File: src/rtl/dmac_write_engine.sv
// DMAC write engine: pops write descriptors, buffers R beats, issues AW then W per burst, retires B.
// Define DMAC_WR_RLAST_CHECK_EN to store rlast per beat and raise sticky err_o on a wlast mismatch.
module dmac_write_engine #(
    parameter int DATA_DEPTH      = 16,
    parameter int MAX_OUTSTANDING = 4
) (
    input  logic        clk,
    input  logic        rst_n,
    input  logic        meta_empty_i,
    input  logic [31:0] meta_awaddr_i,
    input  logic [3:0]  meta_awlen_i,
    output logic        meta_rden_o,
    input  logic [31:0] rdata_i,
    input  logic        rlast_i,
    input  logic        rvalid_i,
    output logic        rready_o,
    output logic [31:0] awaddr_o,
    output logic [3:0]  awlen_o,
    output logic [2:0]  awsize_o,
    output logic [1:0]  awburst_o,
    output logic        awvalid_o,
    input  logic        awready_i,
    output logic [31:0] wdata_o,
    output logic [3:0]  wstrb_o,
    output logic        wlast_o,
    output logic        wvalid_o,
    input  logic        wready_i,
    input  logic        bvalid_i,
    output logic        bready_o,
    output logic        idle_o,
    output logic        err_o
);
    localparam int PW = $clog2(DATA_DEPTH);
`ifdef DMAC_WR_RLAST_CHECK_EN
    localparam int EW = 33;
`else
    localparam int EW = 32;
`endif
    localparam logic [PW:0] FULL_CNT  = (PW+1)'(DATA_DEPTH);
    localparam logic [3:0]  MAX_OUT_C = 4'(MAX_OUTSTANDING);

    typedef enum logic [1:0] {S_IDLE, S_AW, S_W} state_t;

    state_t          state_q, state_d;
    logic [31:0]     awaddr_q, awaddr_d;
    logic [3:0]      awlen_q, awlen_d;
    logic [3:0]      bcnt_q, bcnt_d;
    logic [3:0]      ocnt_q, ocnt_d;
    logic [PW-1:0]   wptr_q, wptr_d, rptr_q, rptr_d;
    logic [PW:0]     cnt_q, cnt_d;
    logic [EW-1:0]   mem_q [DATA_DEPTH];
    logic [EW-1:0]   fifo_din;
    logic [EW-1:0]   head;
    logic            fifo_empty, fifo_full, push, pop, aw_hs, b_hs;

    assign fifo_empty = (cnt_q == '0);
    assign fifo_full  = (cnt_q == FULL_CNT);
    assign rready_o   = !fifo_full;
    assign push       = rvalid_i && rready_o;
    assign pop        = wvalid_o && wready_i;
    assign head       = mem_q[rptr_q];
    // Head is masked while empty so wdata_o reads 0 out of reset rather than stale storage.
    assign wdata_o    = fifo_empty ? 32'h0 : head[31:0];

    assign awaddr_o   = awaddr_q;
    assign awlen_o    = awlen_q;
    assign awsize_o   = 3'b010;
    assign awburst_o  = 2'b01;
    assign wstrb_o    = 4'hF;
    assign bready_o   = 1'b1;
    assign aw_hs      = awvalid_o && awready_i;
    // A B response with nothing outstanding is dropped so ocnt cannot wrap.
    assign b_hs       = bvalid_i && bready_o && (ocnt_q != 4'd0);
    assign idle_o     = (state_q == S_IDLE) && meta_empty_i && fifo_empty && (ocnt_q == 4'd0);

`ifdef DMAC_WR_RLAST_CHECK_EN
    logic err_q, err_d;
    assign fifo_din = {rlast_i, rdata_i};
    assign err_d    = err_q || (pop && (head[32] != wlast_o));
    assign err_o    = err_q;
    always_ff @(posedge clk or negedge rst_n) begin
        if (!rst_n) err_q <= 1'b0;
        else        err_q <= err_d;
    end
`else
    logic unused_rlast;
    assign unused_rlast = rlast_i;
    assign fifo_din     = rdata_i;
    assign err_o        = 1'b0;
`endif

    always_comb begin
        state_d     = state_q;
        awaddr_d    = awaddr_q;
        awlen_d     = awlen_q;
        bcnt_d      = bcnt_q;
        meta_rden_o = 1'b0;
        awvalid_o   = 1'b0;
        wvalid_o    = 1'b0;
        wlast_o     = 1'b0;
        case (state_q)
            S_IDLE: begin
                if (!meta_empty_i && (ocnt_q < MAX_OUT_C)) begin
                    meta_rden_o = 1'b1;
                    awaddr_d    = meta_awaddr_i;
                    awlen_d     = meta_awlen_i;
                    bcnt_d      = meta_awlen_i;
                    state_d     = S_AW;
                end
            end
            S_AW: begin
                awvalid_o = 1'b1;
                if (awready_i) state_d = S_W;
            end
            S_W: begin
                wvalid_o = !fifo_empty;
                wlast_o  = (bcnt_q == 4'd0);
                if (wvalid_o && wready_i) begin
                    if (bcnt_q == 4'd0) state_d = S_IDLE;
                    else                bcnt_d  = bcnt_q - 4'd1;
                end
            end
            default: state_d = S_IDLE;
        endcase
    end

    always_comb begin
        wptr_d = push ? wptr_q + PW'(1) : wptr_q;
        rptr_d = pop  ? rptr_q + PW'(1) : rptr_q;
        cnt_d  = cnt_q;
        if (push && !pop)      cnt_d = cnt_q + (PW+1)'(1);
        else if (pop && !push) cnt_d = cnt_q - (PW+1)'(1);
        ocnt_d = ocnt_q;
        if (aw_hs && !b_hs)      ocnt_d = ocnt_q + 4'd1;
        else if (b_hs && !aw_hs) ocnt_d = ocnt_q - 4'd1;
    end

    always_ff @(posedge clk or negedge rst_n) begin
        if (!rst_n) begin
            state_q  <= S_IDLE;
            awaddr_q <= 32'h0;
            awlen_q  <= 4'h0;
            bcnt_q   <= 4'h0;
            ocnt_q   <= 4'h0;
            wptr_q   <= '0;
            rptr_q   <= '0;
            cnt_q    <= '0;
        end else begin
            state_q  <= state_d;
            awaddr_q <= awaddr_d;
            awlen_q  <= awlen_d;
            bcnt_q   <= bcnt_d;
            ocnt_q   <= ocnt_d;
            wptr_q   <= wptr_d;
            rptr_q   <= rptr_d;
            cnt_q    <= cnt_d;
        end
    end

    always_ff @(posedge clk) begin
        if (push) mem_q[wptr_q] <= fifo_din;
    end
endmodule

File: config.mk
export PLATFORM = sky130hd
export DESIGN_NAME = dmac_write_engine
export DESIGN_NICKNAME = d
export VERILOG_FILES = /design/src/rtl/dmac_write_engine.sv
export SDC_FILE = /design/constraint.sdc
export NUM_CORES = 1
export LEC_CHECK = 0
export BUFFER_PORTS_ARGS = -buffer_cell sky130_fd_sc_hd__clkbuf_2
export CORE_ASPECT_RATIO = 2
export CORE_MARGIN = 1.5
export CORE_UTILIZATION = 35
export CTS_CLUSTER_DIAMETER = 50
export DETAILED_ROUTE_END_ITERATION = 12
export PLACE_DENSITY = 0.47
export SKIP_CTS_REPAIR_TIMING = 1
export SLEW_MARGIN = 40
export SYNTH_ARGS = -nofsm -noshare
export SYNTH_HDL_FRONTEND = slang
export SYNTH_SLANG_ARGS = --single-unit
File: constraint.sdc
create_clock -name clk -period 5.73 [get_ports clk]
set_input_delay 1.146 -clock clk [delete_from_list [all_inputs] [get_ports clk]]
set_output_delay 1.146 -clock clk [all_outputs]
set_load 0.005 [all_outputs]
Yosys cells after proc, flatten, opt, wreduce, memory -nomap -nowiden
Memory sizes are Yosys's and may differ from the RTL's.
Index checks and enable logic that the tools add are counted.
{"block": "op_classes", "add_sub_neg": 7, "magnitude_cmp": 1, "eq_ne": 8, "mux": 21, "n_reduce_logical": 31}
{"cell": "32-bit two-way mux", "count": 1}
{"cell": "4-bit two-way mux", "count": 5}
{"cell": "1-bit logical AND", "count": 13}
{"cell": "4-bit by 1-bit adder with 4-bit output (second input constant)", "count": 3}
{"cell": "5-bit two-way mux", "count": 2}
{"cell": "4-bit logical NOT", "count": 2}
{"cell": "2-bit two-way mux", "count": 4}
{"cell": "2-bit inequality test (second input constant)", "count": 4}
{"cell": "4-bit case mux with 2 select lines", "count": 1}
{"cell": "4-bit AND reduction", "count": 2}
{"cell": "4-bit by 1-bit subtractor with 4-bit output (second input constant)", "count": 2}
{"cell": "1-bit logical NOT", "count": 7}
{"cell": "1-bit two-way mux", "count": 7}
{"cell": "2-bit case mux with 3 select lines", "count": 1}
{"cell": "2-bit nonzero test", "count": 3}
{"cell": "5-bit by 1-bit adder with 5-bit output (second input constant)", "count": 1}
{"cell": "5-bit == test (second input constant)", "count": 1}
{"cell": "5-bit logical NOT", "count": 1}
{"cell": "5-bit by 1-bit subtractor with 5-bit output (second input constant)", "count": 1}
{"cell": "4-bit by 3-bit < comparator with 1-bit output (second input constant)", "count": 1}
{"cell": "4-bit nonzero test", "count": 1}
{"cell": "2-bit by 1-bit == test with 1-bit output (second input constant)", "count": 1}
{"cell": "2-bit == test (second input constant)", "count": 1}
{"cell": "2-bit logical NOT", "count": 1}
{"cell": "2 further kinds", "count": 2}
{"block": "word_totals", "reg_bits": 59, "ramBits": 512, "input_bits": 76, "out_inout_bits": 85, "wordCells": 77, "n_memories": 1}
{"memory": "mem_q", "depth": 16, "word_bits": 32, "read_ports": 1, "rd_ports_with_merged_regs": 0, "write_ports": 1, "line": "51", "rtl": "logic [EW-1:0] mem_q [DATA_DEPTH];"}

Longest topological paths before layout
Gate-level depths: netlist (run 1).
{"block": "depth", "ltp_word": 7, "depth_mapped": 10, "ltp_nobuf": 10}

Worst setup path after synthesis (run 1)
No wires, ideal clock.
{"block": "synth_timing", "path_kind": "input to register", "start": "input rvalid_i", "end": "memory mem_q[3][0], enable pin", "t_arrival_ps": 4034, "required_ps": 5269, "path_slack_ps": 1235, "path_stages": 3, "cell_sequence": "a21boi_1 > nand2_1 > nor3_1"}
{"block": "synth_between", "elab_chain_len": 3}
{"element": "start: declaration", "line": "15", "rtl": "input logic rvalid_i,"}
{"element": "1-bit logical AND", "line": "59", "rtl": "assign push = rvalid_i && rready_o;"}
{"element": "1-bit two-way mux", "line": "161", "rtl": "if (push) mem_q[wptr_q] <= fifo_din;"}
{"element": "1-bit two-way mux (not written as such)", "line": "161"}
{"element": "end: declaration", "line": "51"}
Every way passes these cells.

Final worst setup path (run 1)
{"block": "layout_timing", "start": "register rptr_q[1]", "end": "output wdata_o[3]"}
{"block": "layout_between", "elab_chain_len": 2}
{"element": "start: declaration", "line": "49", "rtl": "logic [PW-1:0] wptr_q, wptr_d, rptr_q, rptr_d;"}
{"element": "start signal: assignment", "line": "155", "rtl": "rptr_q <= rptr_d;"}
{"element": "memory 16 x 32 bit"}
{"element": "32-bit two-way mux", "line": "63", "rtl": "assign wdata_o = fifo_empty ? 32'h0 : head[31:0];"}
{"element": "end: declaration", "line": "23", "rtl": "output logic [31:0] wdata_o,"}
Every way passes these cells.

==> out/qor.yml, run 1 <==
detailed_routing:
  drc_errors: 0
  wl_mm: 54.4
  routed-via-count: 11129
  ant_nets: 0
  wl_per_cell_um: 25.3
  firstDrtPassIters: 6
  viasPerCell: 5.19
  first_iter_violations: 559
logic_synthesis:
  postSynthCellCount: 1120
  ys_ff_latch: 571
  yosysUniqueCellTypes: 52
  synth_edf_count: 512
  yosys_warnings: 0
  async_reset_ff_frac: 0.103
  avgSynthCellArea_um2: 20.1
  synth.cell_area_um2: 22500
  synth-main-ff-cell: "edfxtp_1"
  ys_seq_area_frac: 0.750
global_routing:
  grt_pass1_wl_mm: 80.1
  grt_pass1_vias: 12332
  grt_max_degree: 60
  gr-total-overflow: 0
  antenna_found_initial: 0
  grt_use_total: 0.168
floorplanning:
  pin_count: 161
  core_um2: 63600
  std_cell_rows: 131
  die_x_um: 182
  fp.dieH_um: 361
  initial_utilization: 0.353
  die_area_um2: 65800
setup_path:
  worst_path_max_delay_cell: "dfrtp_4"
  crit_start: "rptr_q[1]"
  worstPathRequired_ns: 4.58
  path_class: "flip-flop to primary output"
  critPathLaunchType: "flip-flop"
  reg2reg_from: "cnt_q[1]"
  cpPeakStageDelay_ns: 0.77
  path_cells: "buf_12 > buf_4 > mux4_2 > mux2i_1 > nor3_1 > a221o_1 > clkbuf_2"
  cp.arrival_ns: 3.25
  cp_max_fo: 28
  endpoint_kind: "primary output"
layout:
  nNetsFinal: 1397
  antenna_cells: 0
  syn2layout_area_growth_pct: 15.8
  fin_area_um2: 26000
  drive_gt1_frac: 0.313
  final_util: 0.409
timing:
  setup_viol: 0
  finalMaxSlewViolations: 0
  min_period_ns: 4.39
  tightestPinTransition_ns: 0.835
  hold_slack_ns: 0.474
  fin_tns_setup_ns: 0
  rsz0062_at_grt: "false"
  timing.fmax_ghz: 0.228
  fin_worst_skew_ns: 0.0317
  slew_headroom: 0.442
  finalCritPeriodShare: 0.766
  final_hold_viol_count: 0
min_path:
  hold_start: "awaddr_o[21]"
  hp-class: "flip-flop to flip-flop"
clock_network:
  cts_buffers: 54
  cts_max_level: 2
  cts_tree: "built"
  clk_root_buffer_cell: "clkbuf_16"
  clock_latency_ns: 0.61
  cts_sinks: 571
  path_clk_slew_ns: 0.06
  clk_path_buf_depth: 3
pwr:
  vdd_drop_max_uv: 256
  power_density_nw_per_um2: 495
  p_leak_uw: 0.00895
status:
  status: "finished clean"
placed_design:
  dp_hpwl_mm: 32.1
  routabilityCongestion: 0.700
  io_buffers: 148
  dpl_cell_area_um2: 24300
flow_run:
  drv_cap: 0
## final timing paths
kind | end | slack, ns | cells after the start
hold / removal | awaddr_o[21] | 0.47 | 2
min in group asynchronous | awaddr_o[25] | 0.63 | 2
hold reg to reg | awaddr_o[21] | 0.47 | 2
setup reg to reg | cnt_q[4] | 2.58 | 9
setup / recovery | wdata_o[3] | 1.34 | 7
max in group asynchronous | rptr_q[0] | 4.62 | 2
## cell families (layout without fill, tap and decap cells)
kind of cell / count (synthesis) / after routing / synth area share
AO/OA/AOI/OAI: 62 / 62 / 0.0233
XOR/XNOR: 11 / 11 / 0.00429
adder cells (fa/ha/maj): 16 / 16 / 0.00957
buffers and inverters: 81 / 299 / 0.0244
flip-flops: 571 / 571 / 0.750
multiplexers: 165 / 165 / 0.146
other: 2 / 11 / 0.000334
AND/OR/NAND/NOR: 212 / 212 / 0.0423
## layout by cell type (no fill, tap or decap), types with 3 or more instances in the layout
cell	instances
bufinv_16	4
clkinv_2	11
nor2_4	13
xnor2_1	10
nand2b_1	6
a221o_1	32
conb_1	11
a21oi_1	4
inv_6	4
mux4_2	120
mux4_1	8
edfxtp_1	512
buf_12	7
nor3_2	4
nor3_1	39
ha_1	14
nand2_1	129
buf_4	33
clkinv_1	7
o21ai_0	10
inv_1	8
clkbuf_2	148
clkinvlp_4	3
dfrtp_1	55
nor2_1	3
mux2i_1	35
clkbuf_16	55
a21o_1	3
dfrtp_4	3
clkbuf_1	11
## metrics by stage
step / instances / total power [uW] / setup WS, ns
after global routing: 2145 / 13500 / 1.12
after global placement: 2044 / 9480 / 1.69
after CTS: 2145 / 13100 / 1.19
after floorplan: 1129 / 8050 / 1.23
after detailed placement: 2047 / 9530 / 1.82
final: 2145 / 12900 / 1.34
## worst max-delay path: cells and delay by family, from the launching register on
family	cells	cell delay (ns)
flip-flops	1	0.77
AO/OA/AOI/OAI	1	0.34
AND/OR/NAND/NOR	1	0.13
multiplexers	2	0.67
buffers and inverters	3	0.72
## layer usage
layer / global-route usage / vias up / part of all wire
met2: 0.326 / 247 / 0.56
met1: 0.185 / 5928 / 0.38
met3: 0.0220 / 80 / 0.034
met5: 0 / - / 0
met4: 0.0567 / 0 / 0.028
li1: - / 4874 / -
## flip-flops by register name, indices dropped and copies added (netlist names)
name,flops
wptr_q,4
bcnt_q,4
awaddr_o,32
awlen_o,4
ocnt_q,4
state_q,2
cnt_q,5
rptr_q,4
mem_q,512
## report_power, final
| group | switching [uW] | internal [uW] |
|---|---|---|
| combinational | 2030 | 1760 |
| sequential | 412 | 5110 |
| clock | 1590 | 1970 |
## area by class of cell
| type | instances | area, um2 |
|---|---|---|
| Clock buffer | 67 | 1430 |
| Clock inverter | 31 | 293 |
| Fill cell | 5672 | 37600 |
| Inverter | 10 | 38.8 |
| Multi-Input combinational cell | 477 | 5220 |
| Sequential cell | 571 | 16900 |
| Tap cell | 798 | 998 |
| Timing Repair Buffer | 191 | 1180 |
## synth_stat cells (all sizes together), types with 2 or more instances
cell,number,share of area
nor3b,2,0.0012
nand3,2,0.00045
inv,9,0.0015
conb,2,0.00033
edfxtp,512,0.68
mux2,2,0.0010
a221o,32,0.014
a2111oi,2,0.00078
a21oi,4,0.00089
fa,2,0.0018
a22oi,2,0.00067
nand4,2,0.00056
clkbuf,14,0.0032
ha,14,0.0078
nor3,43,0.0096
nor2b,2,0.00056
or4,2,0.00083
o31ai,2,0.00067
dfrtp,59,0.066
xnor2,10,0.0039
o21ai,12,0.0027
nor2,17,0.0039
buf,57,0.020
nand2,129,0.022
nor4,2,0.00056
nand2b,6,0.0017
and2,2,0.00056
mux4,128,0.13
mux2i,35,0.016
a21o,3,0.0010
Note: power is estimated with default switching activity, not from simulation.
==> run 2: changes to the inputs <==
--- a/config.mk
+++ b/config.mk
@@ -5,13 +5,14 @@
 export SDC_FILE = /design/constraint.sdc
 export NUM_CORES = 1
 export LEC_CHECK = 0
+export ABC_AREA = 1
 export BUFFER_PORTS_ARGS = -buffer_cell sky130_fd_sc_hd__clkbuf_2
 export CORE_ASPECT_RATIO = 2
 export CORE_MARGIN = 1.5
 export CORE_UTILIZATION = 35
 export CTS_CLUSTER_DIAMETER = 50
 export DETAILED_ROUTE_END_ITERATION = 12
-export PLACE_DENSITY = 0.47
+export PLACE_DENSITY = 0.49
 export SKIP_CTS_REPAIR_TIMING = 1
 export SLEW_MARGIN = 40
 export SYNTH_ARGS = -nofsm -noshare
==> constraint.sdc (replaced) <==
create_clock -name clk -period 3.9 [get_ports clk]
set_input_delay 0.78 -clock clk [delete_from_list [all_inputs] [get_ports clk]]
set_output_delay 0.78 -clock clk [all_outputs]
set_load 0.005 [all_outputs]
==> run 2 against run 1 <==
Net effect: worst setup slack got worse by 1.0 ns; critical path depth increased by 1; highest routed layer is now met5; first-iteration DRC count increased by 100%; largest power group unchanged; design area grew 3.8%; sequential power is 42% higher; sequential cell count is the same; largest cell class unchanged; clock skew shrank 0.012 ns; total power grew 57%.
==> out/qor.yml, run 2 <==
status:
  status: "finished clean"
detailed_routing:
  drc_errors: 0
  first_iter_violations: 1133
  wl_mm: 62.8
  wl_per_cell_um: 20.2
  firstDrtPassIters: 5
  viasPerCell: 4.98
  ant_nets: 0
  routed-via-count: 15476
logic_synthesis:
  ys_seq_area_frac: 0.714
  synthTopCellsByArea: "edfxtp_1, nand2_1, nand3_1"
  synth-main-ff-cell: "edfxtp_1"
  yosysUniqueCellTypes: 28
  avgSynthCellArea_um2: 11.5
  synth_top_cell_by_area: "edfxtp_1"
  synth.most_common_cell: "nand2_1"
  synth_common_cells: "nand2_1, edfxtp_1, nand3_1"
  synth.cell_area_um2: 23600
  postSynthCellCount: 2052
  yosys.area.top_type_share: 0.652
  async_reset_ff_frac: 0.103
  ys_ff_latch: 571
  synth_edf_count: 512
  yosys_warnings: 0
clock_network:
  cts_buffers: 52
  clk_root_buffer_cell: "clkbuf_16"
  cts_tree: "built"
  cts_sinks: 571
  clock_latency_ns: 0.60
  cts_max_level: 2
  clk_path_buf_depth: 3
  path_clk_slew_ns: 0.06
pwr:
  p_leak_uw: 0.0104
  vdd_drop_max_uv: 782
  p_total_uw: 20200
  power_density_nw_per_um2: 748
global_routing:
  grt_pass1_vias: 15675
  grt_pass1_wl_mm: 95.0
  gr-total-overflow: 0
  grt_use_total: 0.183
  grt_max_degree: 167
  antenna_found_initial: 1
floorplanning:
  pin_count: 161
  fp.dieH_um: 370
  die_area_um2: 69100
  die_x_um: 187
  std_cell_rows: 134
  initial_utilization: 0.354
  core_um2: 66700
setup_path:
  endpoint_kind: "primary output"
  worstPathRequired_ns: 3.12
  cp.arrival_ns: 2.81
  critPathLaunchType: "flip-flop"
  path_class: "flip-flop to primary output"
  cp_max_fo: 40
layout:
  antenna_cells: 0
  nNetsFinal: 2278
  syn2layout_area_growth_pct: 14.5
  layout.cells.most_common: "nand2_1"
  final_cell_mix: "nand2_1, edfxtp_1, nand3_1, clkbuf_2, dfrtp_1"
  largest_reg_flops: 512
  max_flop_register: "mem_q"
  final_util: 0.405
  drive_gt1_frac: 0.133
timing:
  fin_tns_setup_ns: 0
  timing.fmax_ghz: 0.278
  finalCritPeriodShare: 0.922
  min_period_ns: 3.59
  fin_worst_skew_ns: 0.0201
  rsz0062_at_grt: "false"
  final_hold_viol_count: 0
  slew_headroom: 0.456
  finalMaxSlewViolations: 0
  setup_viol: 0
  hold_slack_ns: 0.221
  tightestPinTransition_ns: 0.816
min_path:
  hp-class: "primary input to asynchronous set/reset pin"
flow_run:
  drv_cap: 0
placed_design:
  dp_hpwl_mm: 35.8
  routabilityCongestion: 0.724
  io_buffers: 148
[run 2: cell count changes in the layout (fill, tap and decap cells not counted), moves of 31 or more]
cell,delta
nand2_1,+672
nand3_1,+395
mux2i_1,-35
nor3_1,-39
mux4_2,-120
a21oi_1,+31
a221o_1,-32
[run 2: routing by layer]
metal  track usage  part of all wire  up-vias
li1              -                 -     7295
met1         0.214              0.40     7576
met2         0.335              0.52      485
met3        0.0269             0.054      118
met4        0.0706             0.034        2
met5             0           0.00019        -
[run 2: worst max-delay path, cell delays in order (launching register included)]
cell	delay [ns]
dfrtp_4	0.70
inv_4	0.23
buf_12	0.25
nand3_1	0.13
nand3_1	0.11
nand2_1	0.12
nand2_1	0.06
a21oi_1	0.38
clkbuf_2	0.20
[run 2: path summary, 6_finish.rpt]
check                                        from            to  slack, ns  cells after the start
worst min register to register       awaddr_o[28]  awaddr_o[28]       0.47                      2
worst min-delay path                        rst_n  awaddr_o[18]       0.22                      1
worst max register to register           cnt_q[1]      cnt_q[4]       1.45                     12
min in group clk                meta_awaddr_i[15]  awaddr_o[15]       0.38                      3
worst max-delay path                    rptr_q[1]   wdata_o[31]       0.31                      8
max in group asynchronous                   rst_n      cnt_q[1]       2.78                      2
[run 2: power breakdown]
| part | total [uW] | internal, uW | switching [uW] |
|---|---|---|---|
| logic | 7340 | 2350 | 4990 |
| clock network | 4990 | 2780 | 2210 |
| registers | 7880 | 7480 | 397 |
[run 2: kinds of logic after synthesis]
| kind of cell | after synthesis | synth area share |
|---|---|---|
| buffers and inverters | 164 | 0.0419 |
| adder cells (fa/ha/maj) | 16 | 0.00912 |
| AND/OR/NAND/NOR | 1235 | 0.218 |
| AO/OA/AOI/OAI | 50 | 0.0107 |
| flip-flops | 571 | 0.714 |
| XOR/XNOR | 14 | 0.00520 |
| other | 2 | 0.000318 |
[run 2: cell type report]
type	instances	area [um2]
Multi-Input combinational cell	1326	5900
Inverter	35	139
Timing Repair Buffer	200	1370
Clock buffer	77	1500
Clock inverter	17	143
Sequential cell	571	16900
Fill cell	6385	39700
Tap cell	884	1110
[run 2: per-stage QoR]
stage / area [um2] / std cells / worst slack [ns]
final: 27000 / 3110 / 0.306
after global routing: 27000 / 3110 / 0.152
after CTS: 27000 / 3110 / 0.283
after detailed placement: 25400 / 3016 / 0.931
after global placement: 25400 / 3016 / 0.887
after floorplan: 23600 / 2061 / 0.0745
==> run 3: changes to the inputs <==
--- a/config.mk
+++ b/config.mk
@@ -7,12 +7,13 @@
 export LEC_CHECK = 0
 export ABC_AREA = 1
 export BUFFER_PORTS_ARGS = -buffer_cell sky130_fd_sc_hd__clkbuf_2
-export CORE_ASPECT_RATIO = 2
+export CELL_PAD_IN_SITES_DETAIL_PLACEMENT = 0
+export CELL_PAD_IN_SITES_GLOBAL_PLACEMENT = 1
 export CORE_MARGIN = 1.5
 export CORE_UTILIZATION = 35
 export CTS_CLUSTER_DIAMETER = 50
 export DETAILED_ROUTE_END_ITERATION = 12
-export PLACE_DENSITY = 0.49
+export PLACE_DENSITY = 0.59
 export SKIP_CTS_REPAIR_TIMING = 1
 export SLEW_MARGIN = 40
 export SYNTH_ARGS = -nofsm -noshare
==> run 3 against run 2 <==
Net effect: critical path depth grew 1; cell count is 0.58% higher; worst setup slack got worse by 0.093 ns; largest power group unchanged; highest routed layer is now met4.
==> out/qor.yml, run 3 (synthesis results as in run 2) <==
detailed_routing:
  first_iter_violations: 917
  drc_errors: 0
  routed-via-count: 15227
  firstDrtPassIters: 5
  ant_nets: 0
  wl_mm: 62.1
  wl_per_cell_um: 19.8
  viasPerCell: 4.87
floorplanning:
  initial_utilization: 0.353
  std_cell_rows: 95
  fp.dieH_um: 263
  die_x_um: 263
  pin_count: 161
  core_um2: 66900
  die_area_um2: 69000
global_routing:
  antenna_found_initial: 0
  grt_pass1_wl_mm: 93.8
  grt_max_degree: 137
  gr-total-overflow: 0
  grt_use_total: 0.180
  grt_pass1_vias: 15186
timing:
  tightestPinTransition_ns: 0.835
  fin_tns_setup_ns: 0
  rsz0062_at_grt: "false"
  setup_viol: 0
  slew_headroom: 0.443
  min_period_ns: 3.69
  finalMaxSlewViolations: 0
  finalCritPeriodShare: 0.945
  fin_worst_skew_ns: 0.0194
  final_hold_viol_count: 0
  timing.fmax_ghz: 0.271
placed_design:
  routabilityCongestion: 0.707
  io_buffers: 148
  dp_hpwl_mm: 32.0
setup_path:
  path_cells: "inv_8 > buf_12 > nand2_1 > nand3_1 > nand3_1 > nand2_1 > nand2_1 > a21oi_1 > clkbuf_2"
  critPathLaunchType: "flip-flop"
  worstPathRequired_ns: 3.12
  endpoint_kind: "primary output"
  cpMostUsedCell: "nand2_1"
  cp.arrival_ns: 2.91
  cp_max_fo: 65
  worst_path_max_delay_cell: "dfrtp_4"
  path_class: "flip-flop to primary output"
  cpPeakStageDelay_ns: 0.63
  r2r_slack_ns: 1.25
layout:
  antenna_cells: 0
  syn2layout_area_growth_pct: 16.6
  max_flop_register: "mem_q"
  layout.cells.most_common: "nand2_1"
  nNetsFinal: 2291
  largest_reg_flops: 512
  drive_gt1_frac: 0.143
  final_cell_mix: "nand2_1, edfxtp_1, nand3_1, clkbuf_2, clkbuf_16"
flow_run:
  drv_cap: 0
clock_network:
  cts_sinks: 571
  clk_root_buffer_cell: "clkbuf_16"
  path_clk_slew_ns: 0.06
  cts_max_level: 3
  cts_tree: "built"
  cts_buffers: 68
  clock_latency_ns: 0.60
  clk_path_buf_depth: 3
status:
  status: "finished clean"
pwr:
  power_density_nw_per_um2: 765
  p_leak_uw: 0.0106
  vdd_drop_max_uv: 542
  p_total_uw: 21000
min_path:
  hp-class: "primary input to asynchronous set/reset pin"
-- run 3: worst paths after layout --
check / depth (start not counted) / startpoint / to
min in group clk: 3 / meta_awaddr_i[29] / awaddr_o[29]
worst min register to register: 2 / awaddr_o[29] / awaddr_o[29]
max in group asynchronous: 2 / rst_n / awaddr_o[25]
worst max-delay path: 9 / rptr_q[0] / wdata_o[21]
worst max register to register: 12 / cnt_q[0] / cnt_q[4]
worst min-delay path: 1 / rst_n / awaddr_o[21]
-- run 3: critical path: cells and delay by family, from the launching register on --
family | cells | cell delay, ns
compound gates | 1 | 0.28
buf+inv | 3 | 0.89
flops | 1 | 0.63
simple gates | 5 | 0.43
-- run 3: layer usage --
layer  track usage  routed length, um
met1         0.237              27700
met2         0.304              30200
met3        0.0347               3060
met4        0.0476               1110
met5             0                  0
-- run 3: area by class of cell --
class                      instances  area [um2]
clock buffer                      88        1850
sequential                       571       16900
inverter                          35         141
timing repair buffer             197        1400
clock inverter                    38         258
fill                            6383       39400
multi-input combinational       1326        5900
tap                              873        1090
-- run 3: power breakdown --
group / internal [uW] / switching [uW] / leakage [uW] / total [uW]
registers: 7490 / 356 / 0.00535 / 7840
logic: 2340 / 4910 / 0.00422 / 7250
clock network: 3440 / 2490 / 0.00103 / 5940
-- run 3: metrics by stage --
stage	hold slack [ns]	instances	area, um2	utilization	worst slack (ns)
5_1_grt	0.210	3128	27500	0.411	0.0228
4_1_cts	0.182	3126	27400	0.410	0.102
3_5_place_dp	0.460	3000	25300	0.379	0.756
6_report	0.186	3128	27500	0.411	0.213
2_1_floorplan	0.453	2061	23600	-	0.0745
3_3_place_gp	0.455	3000	25300	0.379	0.702
